## config.mk

```make
export PLATFORM = sky130hd
export DESIGN_NAME = voice_cmd_receiver_flat
export DESIGN_NICKNAME = d
export VERILOG_FILES = /design/src/rtl/line_follower_pkg.sv /design/src/rtl/voice_cmd_receiver_if.sv /design/src/rtl/uart_rx_8n1.sv /design/src/rtl/voice_cmd_receiver.sv /design/src/flat_wrapper.sv
export SDC_FILE = /design/constraint.sdc
export NUM_CORES = 1
export LEC_CHECK = 0
export CORE_ASPECT_RATIO = 1.75
export CORE_MARGIN = 5
export CORE_UTILIZATION = 45
export DETAILED_ROUTE_END_ITERATION = 12
export SLEW_MARGIN = 20
export SYNTH_ARGS = -nofsm -noshare
export SYNTH_HDL_FRONTEND = slang
export SYNTH_SLANG_ARGS = --single-unit
```

## constraint.sdc

```tcl
create_clock -name clk -period 7.6 [get_ports clk]
set_input_delay 1.52 -clock clk [delete_from_list [all_inputs] [get_ports clk]]
set_output_delay 1.52 -clock clk [all_outputs]
set_load 0.005 [all_outputs]
```

## src/rtl/line_follower_pkg.sv

```systemverilog
// Command codes shared with the motor controller, the ASCII command set and RX FSM states.
// Also holds the byte-to-command lookup used by the voice receiver.
package line_follower_pkg;

   localparam logic [2:0] CMD_AUTO  = 3'b000;
   localparam logic [2:0] CMD_FWD   = 3'b001;
   localparam logic [2:0] CMD_RIGHT = 3'b010;
   localparam logic [2:0] CMD_LEFT  = 3'b011;
   localparam logic [2:0] CMD_STOP  = 3'b100;
   localparam logic [2:0] CMD_REV   = 3'b101;

   localparam logic [7:0] ASCII_F = 8'h46;
   localparam logic [7:0] ASCII_R = 8'h52;
   localparam logic [7:0] ASCII_L = 8'h4C;
   localparam logic [7:0] ASCII_S = 8'h53;
   localparam logic [7:0] ASCII_B = 8'h42;
   localparam logic [7:0] ASCII_A = 8'h41;

   typedef logic [1:0] rx_state_t;
   localparam rx_state_t RX_IDLE  = 2'd0;
   localparam rx_state_t RX_START = 2'd1;
   localparam rx_state_t RX_DATA  = 2'd2;
   localparam rx_state_t RX_STOP  = 2'd3;

   typedef struct packed {
      logic       hit;
      logic [2:0] cmd;
   } cmd_lookup_t;

   function automatic cmd_lookup_t decode_cmd(input logic [7:0] b);
      cmd_lookup_t r;
      r.hit = 1'b1;
      r.cmd = CMD_AUTO;
      case (b)
         ASCII_F: r.cmd = CMD_FWD;
         ASCII_R: r.cmd = CMD_RIGHT;
         ASCII_L: r.cmd = CMD_LEFT;
         ASCII_S: r.cmd = CMD_STOP;
         ASCII_B: r.cmd = CMD_REV;
         ASCII_A: r.cmd = CMD_AUTO;
         default: r.hit = 1'b0;
      endcase
      return r;
   endfunction

   // Only driving commands time out; Stop and Auto are safe to hold forever.
   function automatic logic is_motion(input logic [2:0] c);
      return (c == CMD_FWD) || (c == CMD_RIGHT) || (c == CMD_LEFT) || (c == CMD_REV);
   endfunction

endpackage

```

## src/rtl/voice_cmd_receiver_if.sv

```systemverilog
// Serial line in, command code and status pulses out; slave side is the receiver, master side drives rx_in.
// Plain wires, no flow control: the motor controller always accepts cmd.
interface voice_cmd_receiver_if;
   logic       rx_in;
   logic [2:0] cmd;
   logic       cmd_valid;
   logic       unknown_cmd;
   logic       frame_err;

   modport master (output rx_in, input cmd, cmd_valid, unknown_cmd, frame_err);
   modport slave  (input rx_in, output cmd, cmd_valid, unknown_cmd, frame_err);
endinterface

```

## src/rtl/uart_rx_8n1.sv

```systemverilog
// 8N1 UART receiver with 2-flop input synchroniser; rx_done_o/rx_ferr_o pulse on the edge after the stop sample.
// No backpressure: each byte is presented for one cycle and must be consumed then.
module uart_rx_8n1
   import line_follower_pkg::*;
#(
   parameter int CLKS_PER_BIT = 5208
) (
   input  logic       clk,
   input  logic       rst,
   input  logic       rx_i,
   output logic [7:0] rx_byte_o,
   output logic       rx_done_o,
   output logic       rx_ferr_o
);

   localparam int            CW        = $clog2(CLKS_PER_BIT);
   localparam logic [CW-1:0] BIT_LAST  = CW'(CLKS_PER_BIT - 1);
   localparam logic [CW-1:0] HALF_LAST = CW'(CLKS_PER_BIT / 2 - 1);

   logic          sync1_q, sync2_q;
   rx_state_t     state_q, state_d;
   logic [CW-1:0] cnt_q, cnt_d;
   logic [2:0]    bit_q, bit_d;
   logic [7:0]    shift_q, shift_d;
   logic          done_q, done_d;
   logic          ferr_q, ferr_d;

   always_comb begin
      state_d = state_q;
      cnt_d   = cnt_q;
      bit_d   = bit_q;
      shift_d = shift_q;
      done_d  = 1'b0;
      ferr_d  = 1'b0;
      case (state_q)
         RX_IDLE: begin
            if (!sync2_q) begin
               state_d = RX_START;
               cnt_d   = '0;
               bit_d   = '0;
            end
         end
         RX_START: begin
            // A start bit that is high again at mid-bit was a glitch.
            if (cnt_q == HALF_LAST) begin
               cnt_d   = '0;
               state_d = sync2_q ? RX_IDLE : RX_DATA;
            end else begin
               cnt_d = cnt_q + 1'b1;
            end
         end
         RX_DATA: begin
            if (cnt_q == BIT_LAST) begin
               cnt_d   = '0;
               shift_d = {sync2_q, shift_q[7:1]};
               if (bit_q == 3'd7) state_d = RX_STOP;
               else               bit_d   = bit_q + 3'd1;
            end else begin
               cnt_d = cnt_q + 1'b1;
            end
         end
         default: begin
            if (cnt_q == BIT_LAST) begin
               done_d  = sync2_q;
               ferr_d  = !sync2_q;
               state_d = RX_IDLE;
            end else begin
               cnt_d = cnt_q + 1'b1;
            end
         end
      endcase
   end

   always_ff @(posedge clk or posedge rst) begin
      if (rst) begin
         sync1_q <= 1'b1;
         sync2_q <= 1'b1;
         state_q <= RX_IDLE;
         cnt_q   <= '0;
         bit_q   <= '0;
         shift_q <= '0;
         done_q  <= 1'b0;
         ferr_q  <= 1'b0;
      end else begin
         sync1_q <= rx_i;
         sync2_q <= sync1_q;
         state_q <= state_d;
         cnt_q   <= cnt_d;
         bit_q   <= bit_d;
         shift_q <= shift_d;
         done_q  <= done_d;
         ferr_q  <= ferr_d;
      end
   end

   assign rx_byte_o = shift_q;
   assign rx_done_o = done_q;
   assign rx_ferr_o = ferr_q;

endmodule

```

## src/rtl/voice_cmd_receiver.sv

```systemverilog
// Voice UART bytes -> 3-bit motor command with auto-expiry of motion commands back to line-follow.
// cmd/cmd_valid register one edge after the receiver's done pulse; no backpressure.
module voice_cmd_receiver
   import line_follower_pkg::*;
#(
   parameter int CLKS_PER_BIT = 5208,
   parameter int HOLD_CYCLES  = 100_000_000
) (
   input  logic                 clk,
   input  logic                 rst,
   voice_cmd_receiver_if.slave  bus
);

   localparam int            HW        = $clog2(HOLD_CYCLES);
   localparam logic [HW-1:0] HOLD_LOAD = HW'(HOLD_CYCLES - 1);

   logic [7:0]    rx_byte;
   logic          rx_done, rx_ferr;
   cmd_lookup_t   lookup;
   logic [2:0]    cmd_q, cmd_d;
   logic [HW-1:0] hold_q, hold_d;
   logic          valid_q, valid_d;
   logic          unk_q, unk_d;
   logic          ferr_q, ferr_d;

   uart_rx_8n1 #(.CLKS_PER_BIT(CLKS_PER_BIT)) u_rx (
      .clk       (clk),
      .rst       (rst),
      .rx_i      (bus.rx_in),
      .rx_byte_o (rx_byte),
      .rx_done_o (rx_done),
      .rx_ferr_o (rx_ferr)
   );

   always_comb begin
      lookup  = decode_cmd(rx_byte);
      cmd_d   = cmd_q;
      hold_d  = hold_q;
      valid_d = 1'b0;
      unk_d   = 1'b0;
      ferr_d  = rx_ferr;
      // A motion command with a drained counter has timed out; the drain edge itself counts as held.
      if (hold_q != '0)        hold_d = hold_q - 1'b1;
      else if (is_motion(cmd_q)) cmd_d = CMD_AUTO;
      if (rx_done) begin
         if (lookup.hit) begin
            cmd_d   = lookup.cmd;
            valid_d = 1'b1;
            hold_d  = is_motion(lookup.cmd) ? HOLD_LOAD : '0;
         end else begin
            unk_d = 1'b1;
         end
      end
   end

   always_ff @(posedge clk or posedge rst) begin
      if (rst) begin
         cmd_q   <= CMD_AUTO;
         hold_q  <= '0;
         valid_q <= 1'b0;
         unk_q   <= 1'b0;
         ferr_q  <= 1'b0;
      end else begin
         cmd_q   <= cmd_d;
         hold_q  <= hold_d;
         valid_q <= valid_d;
         unk_q   <= unk_d;
         ferr_q  <= ferr_d;
      end
   end

   assign bus.cmd         = cmd_q;
   assign bus.cmd_valid   = valid_q;
   assign bus.unknown_cmd = unk_q;
   assign bus.frame_err   = ferr_q;

endmodule

```

## src/flat_wrapper.sv

```systemverilog
// flat-port wrapper written by rule: the top's interface ports become plain ports
module voice_cmd_receiver_flat import line_follower_pkg::*;
#(
   parameter int CLKS_PER_BIT = 5208,
   parameter int HOLD_CYCLES  = 100_000_000
)
  (clk, rst, bus_rx_in, bus_cmd, bus_cmd_valid, bus_unknown_cmd, bus_frame_err);
  voice_cmd_receiver_if bus_i ();
  input  logic clk;
  input  logic rst;
  input wire logic [$bits(bus_i.rx_in)-1:0] bus_rx_in;
  output wire logic [$bits(bus_i.cmd)-1:0] bus_cmd;
  output wire logic [$bits(bus_i.cmd_valid)-1:0] bus_cmd_valid;
  output wire logic [$bits(bus_i.unknown_cmd)-1:0] bus_unknown_cmd;
  output wire logic [$bits(bus_i.frame_err)-1:0] bus_frame_err;
  assign bus_i.rx_in = bus_rx_in;
  assign bus_cmd = bus_i.cmd;
  assign bus_cmd_valid = bus_i.cmd_valid;
  assign bus_unknown_cmd = bus_i.unknown_cmd;
  assign bus_frame_err = bus_i.frame_err;
  voice_cmd_receiver #(.CLKS_PER_BIT(CLKS_PER_BIT), .HOLD_CYCLES(HOLD_CYCLES)) u_core (.clk(clk), .rst(rst), .bus(bus_i));
endmodule
```

==> key figures <==
Status
  • Status: complete, no violations

Floorplanning
  • Site row count: 42
  • DIE AREA: 9540 um^2
  • Initial Util: 45.6%
  • CORE AREA: around 7500 um^2
  • Die height: about 130 um
  • Die width: roughly 76 um
  • I/O pins: 9

Timing
  • Max Slew Vio Count: 0
  • Final Hold Vio Count: 0
  • Final setup TNS: 0 ns
  • Skew final: around 0.0034 ns
  • Worst Tran Pin Value: between 0.8 and 0.9 ns
  • RSZ-0062 raised after global routing: false
  • Final period util: 38.2%
  • Rel. slew slack: 41.8%
  • Final setup violation count: 0
  • Final critical-path required period: 2.90 ns
  • Highest clock rate: about 340 MHz

Clock tree
  • Worst-skew pair later-pin latency: about 0.33 ns
  • Post-CTS Setup Repair Bufs: 0
  • Resized cells post-CTS: 0
  • Worst-path clk slew: about 0.050 ns
  • CTS root buffer: clkbuf_16
  • Inserted Clock Buffers: 9
  • Clock tree buffer depth: 2
  • Sink Count: 63
  • CTS H-tree depth: 3
  • TritonCTS clock tree: built
  • CTS Hold Buffers Added: 0

Yosys
  • Top_reg_cell synth: dfrtp_1
  • Syn Std Cell Area: between 3000 and 4000 um^2
  • FF+latch count, synth: 63
  • Synth async-reset ratio: 100%
  • Mean post-synth cell area: 9.83 um^2
  • Yosys warns: 0
  • Post-Synthesis Cells: ~350
  • Sequential share of the synthesized area: 46.0%
  • Syn nets: 357
  • Synth unique cells: 59
  • Post-synth EDFFs: 0

GRT
  • Initial antenna violation count: 0
  • Vias in the first global route: around 2.7k
  • Largest net degree at the start of global routing: between 60 and 70
  • Total grt overflow: 0
  • Gr usage total: 16.8%
  • First-pass GRT wire length: between 10000 and 15000 um

Detailed routing
  • Drt pass-1 iters: 4
  • Drc violations: 0
  • Total wire length: approximately 7600 um
  • DR vias: 2717
  • Vias per inst: around 6
  • Avg WL per Cell: between 15 and 20 um
  • Starting DRT DRC Count: 130
  • Antenna viol nets, final: 0

Run
  • Max-cap violations: 0

Worst setup path
  • Critical path's top delay family: simple AND/OR/NAND/NOR gates
  • Critical Path Fanout Max: 18
  • FF-to-FF Start: u_core.hold_q[3]$_DFF_PP0_
  • Crit Path Class: flip-flop to flip-flop
  • Crit path cell chain: or4_1, or2_1, nor4_4, mux2_2, o21ai_0
  • Worst EP arrival: 3.15 ns
  • Worst path required time: about 7.8 ns
  • Max stage delay on crit path: 0.81 ns
  • Critical Path Start Type: flip-flop
  • Worst path buffer plus inverter count: 0
  • Critical Path End Type: flip-flop
  • Crit path from: u_core.hold_q[3]$_DFF_PP0_
  • Slowest cell on crit path: nor4_4

Min path
  • Worst Hold Launch: u_core.u_rx.sync1_q$_DFF_PP1_
  • HP Class: flip-flop to flip-flop

Cells and area
  • Commonest non-fill, non-tap cell in the layout: dfrtp_1
  • Ant diodes: 0
  • Multi-input logic area: 1720 um^2
  • Most frequent cells in the layout: 61 x dfrtp_1, 29 x nor2_1, 22 x nand2_1
  • NumNets Final: 364
  • Fillers: approximately 700
  • Register area: roughly 1600 um^2
  • Share of cells above drive strength 1: a little under an eighth
  • Area delta synth->final: 12.4%
  • Layout Utilization: between 50% and 60%

Power
  • Leak: around 1.7 nW
  • PD cells: between 150 and 200 nW/um^2
  • Peak VDD IR: around 0.00013 V

Placement
  • DP HPWL: approximately 5400 um
  • Gpl congestion: ~0.85
  • Port Buffer Count: 8
==> routing by layer <==
| layer | vias to the layer above | part of all wire, % | track usage, % |
|---|---|---|---|
| met5 | - | 0 | 0 |
| met4 | 0 | 2.7 | 8.70 |
| met3 | 17 | 2.2 | 3.67 |
| met2 | 35 | 57 | 30.9 |
| met1 | 1351 | 38 | 17.3 |
| li1 | 1314 | - | - |
==> report_power, final <==
part / leakage [nW] / switching [W] / internal, W / total [W]
sequential: 0.859 / 0.000000620 / 0.000337 / 0.000337
clock: 0.146 / 0.000141 / 0.000261 / 0.000402
combinational: 0.653 / 0.00000675 / 0.00000144 / 0.00000819
total: 1.66 / 0.000148 / 0.000599 / 0.000748
==> Yosys cell counts (2+ instances only) <==
library cell  number  share of area (%)
dfrtp_1           61                 45
nor2_1            30                3.3
nand2_1           22                2.4
o21ai_0           21                3.1
a21oi_1           19                2.8
or3_1             16                2.9
a31oi_1           14                2.6
inv_1             14                1.5
xnor2_1           12                3.1
nor3_1             9                1.3
buf_2              7                1.0
mux2_2             7                2.3
nand3_1            7                1.0
nor4_1             7                1.3
clkbuf_1           6               0.66
nand4_1            6                1.1
or4_1              6                1.3
ha_1               5                1.8
nor4b_1            5                1.3
xor2_1             5                1.3
mux2i_1            4                1.2
nand3b_1           4               0.88
o31ai_1            4               0.88
o41ai_1            4                1.0
or4b_2             4                1.2
a22oi_1            3               0.66
nor2b_1            3               0.55
nor3b_1            3               0.66
or3b_2             3               0.77
a41o_1             2               0.58
and2_1             2               0.36
buf_6              2               0.66
dfstp_2            2                1.5
nand2b_1           2               0.36
nand4b_1           2               0.51
o211ai_1           2               0.44
o21ai_1            2               0.29
==> final cells by class <==
type / instances / area share [%]
flip-flops and latches: 63 / 40.9
multi-input cells: 257 / 44.6
clock inverters: 4 / 1.17
clock buffers: 12 / 6.39
repair buffers: 11 / 2.66
well taps: 88 / 2.86
inverters: 14 / 1.36
==> kinds of logic (layout without fill, tap and decap cells) <==
family | count (synthesis) | in the layout | synth area share (%)
AND/OR/NAND/NOR | 141 | 141 | 24.3
AO/OA/AOI/OAI | 83 | 83 | 16.2
flip-flops | 63 | 63 | 46.0
buffers and inverters | 29 | 41 | 3.87
XOR/XNOR | 17 | 17 | 4.34
multiplexers | 11 | 11 | 3.47
adder cells (fa/ha/maj) | 5 | 5 | 1.82
==> registers in the layout, summed over array words and instances, names as in the netlist <==
register	flops
u_core.u_rx.sync2_q	1
u_core.u_rx.rx_byte_o	8
u_core.u_rx.rx_ferr_o	1
u_core.bus.cmd	3
u_core.hold_q	27
u_core.u_rx.bit_q	3
u_core.bus.frame_err	1
u_core.u_rx.cnt_q	13
u_core.u_rx.rx_done_o	1
u_core.u_rx.state_q	2
u_core.bus.unknown_cmd	1
u_core.u_rx.sync1_q	1
u_core.bus.cmd_valid	1
==> metrics by stage <==
step                power [W]  worst slack [ns]  area, um^2  instances  hold WS [ns]
floorplan            0.000348              4.51        3430        349         0.331
global placement     0.000352              4.77        3560        433         0.347
detailed placement   0.000352              4.74        3560        433         0.350
CTS                  0.000756              4.71        3860        449         0.357
global route         0.000774              4.53        3860        449         0.361
finish               0.000748              4.70        3860        449         0.358
==> path summary, 6_finish.rpt <==
| check | endpoint | cells after the start | slack [ns] |
|---|---|---|---|
| hold / removal | u_core.u_rx.sync2_q$_DFF_PP1_ | 0 | 0.36 |
| setup reg to reg | u_core.hold_q[1]$_DFF_PP0_ | 5 | 4.70 |
| setup / recovery | u_core.hold_q[1]$_DFF_PP0_ | 5 | 4.70 |
| hold reg to reg | u_core.u_rx.sync2_q$_DFF_PP1_ | 0 | 0.36 |
| min in group asynchronous | u_core.u_rx.bit_q[0]$_DFFE_PP0P_ | 3 | 1.74 |
| max in group asynchronous | u_core.u_rx.rx_byte_o[2]$_DFFE_PP0P_ | 3 | 5.34 |
Power figures use the tool's default switching activity.
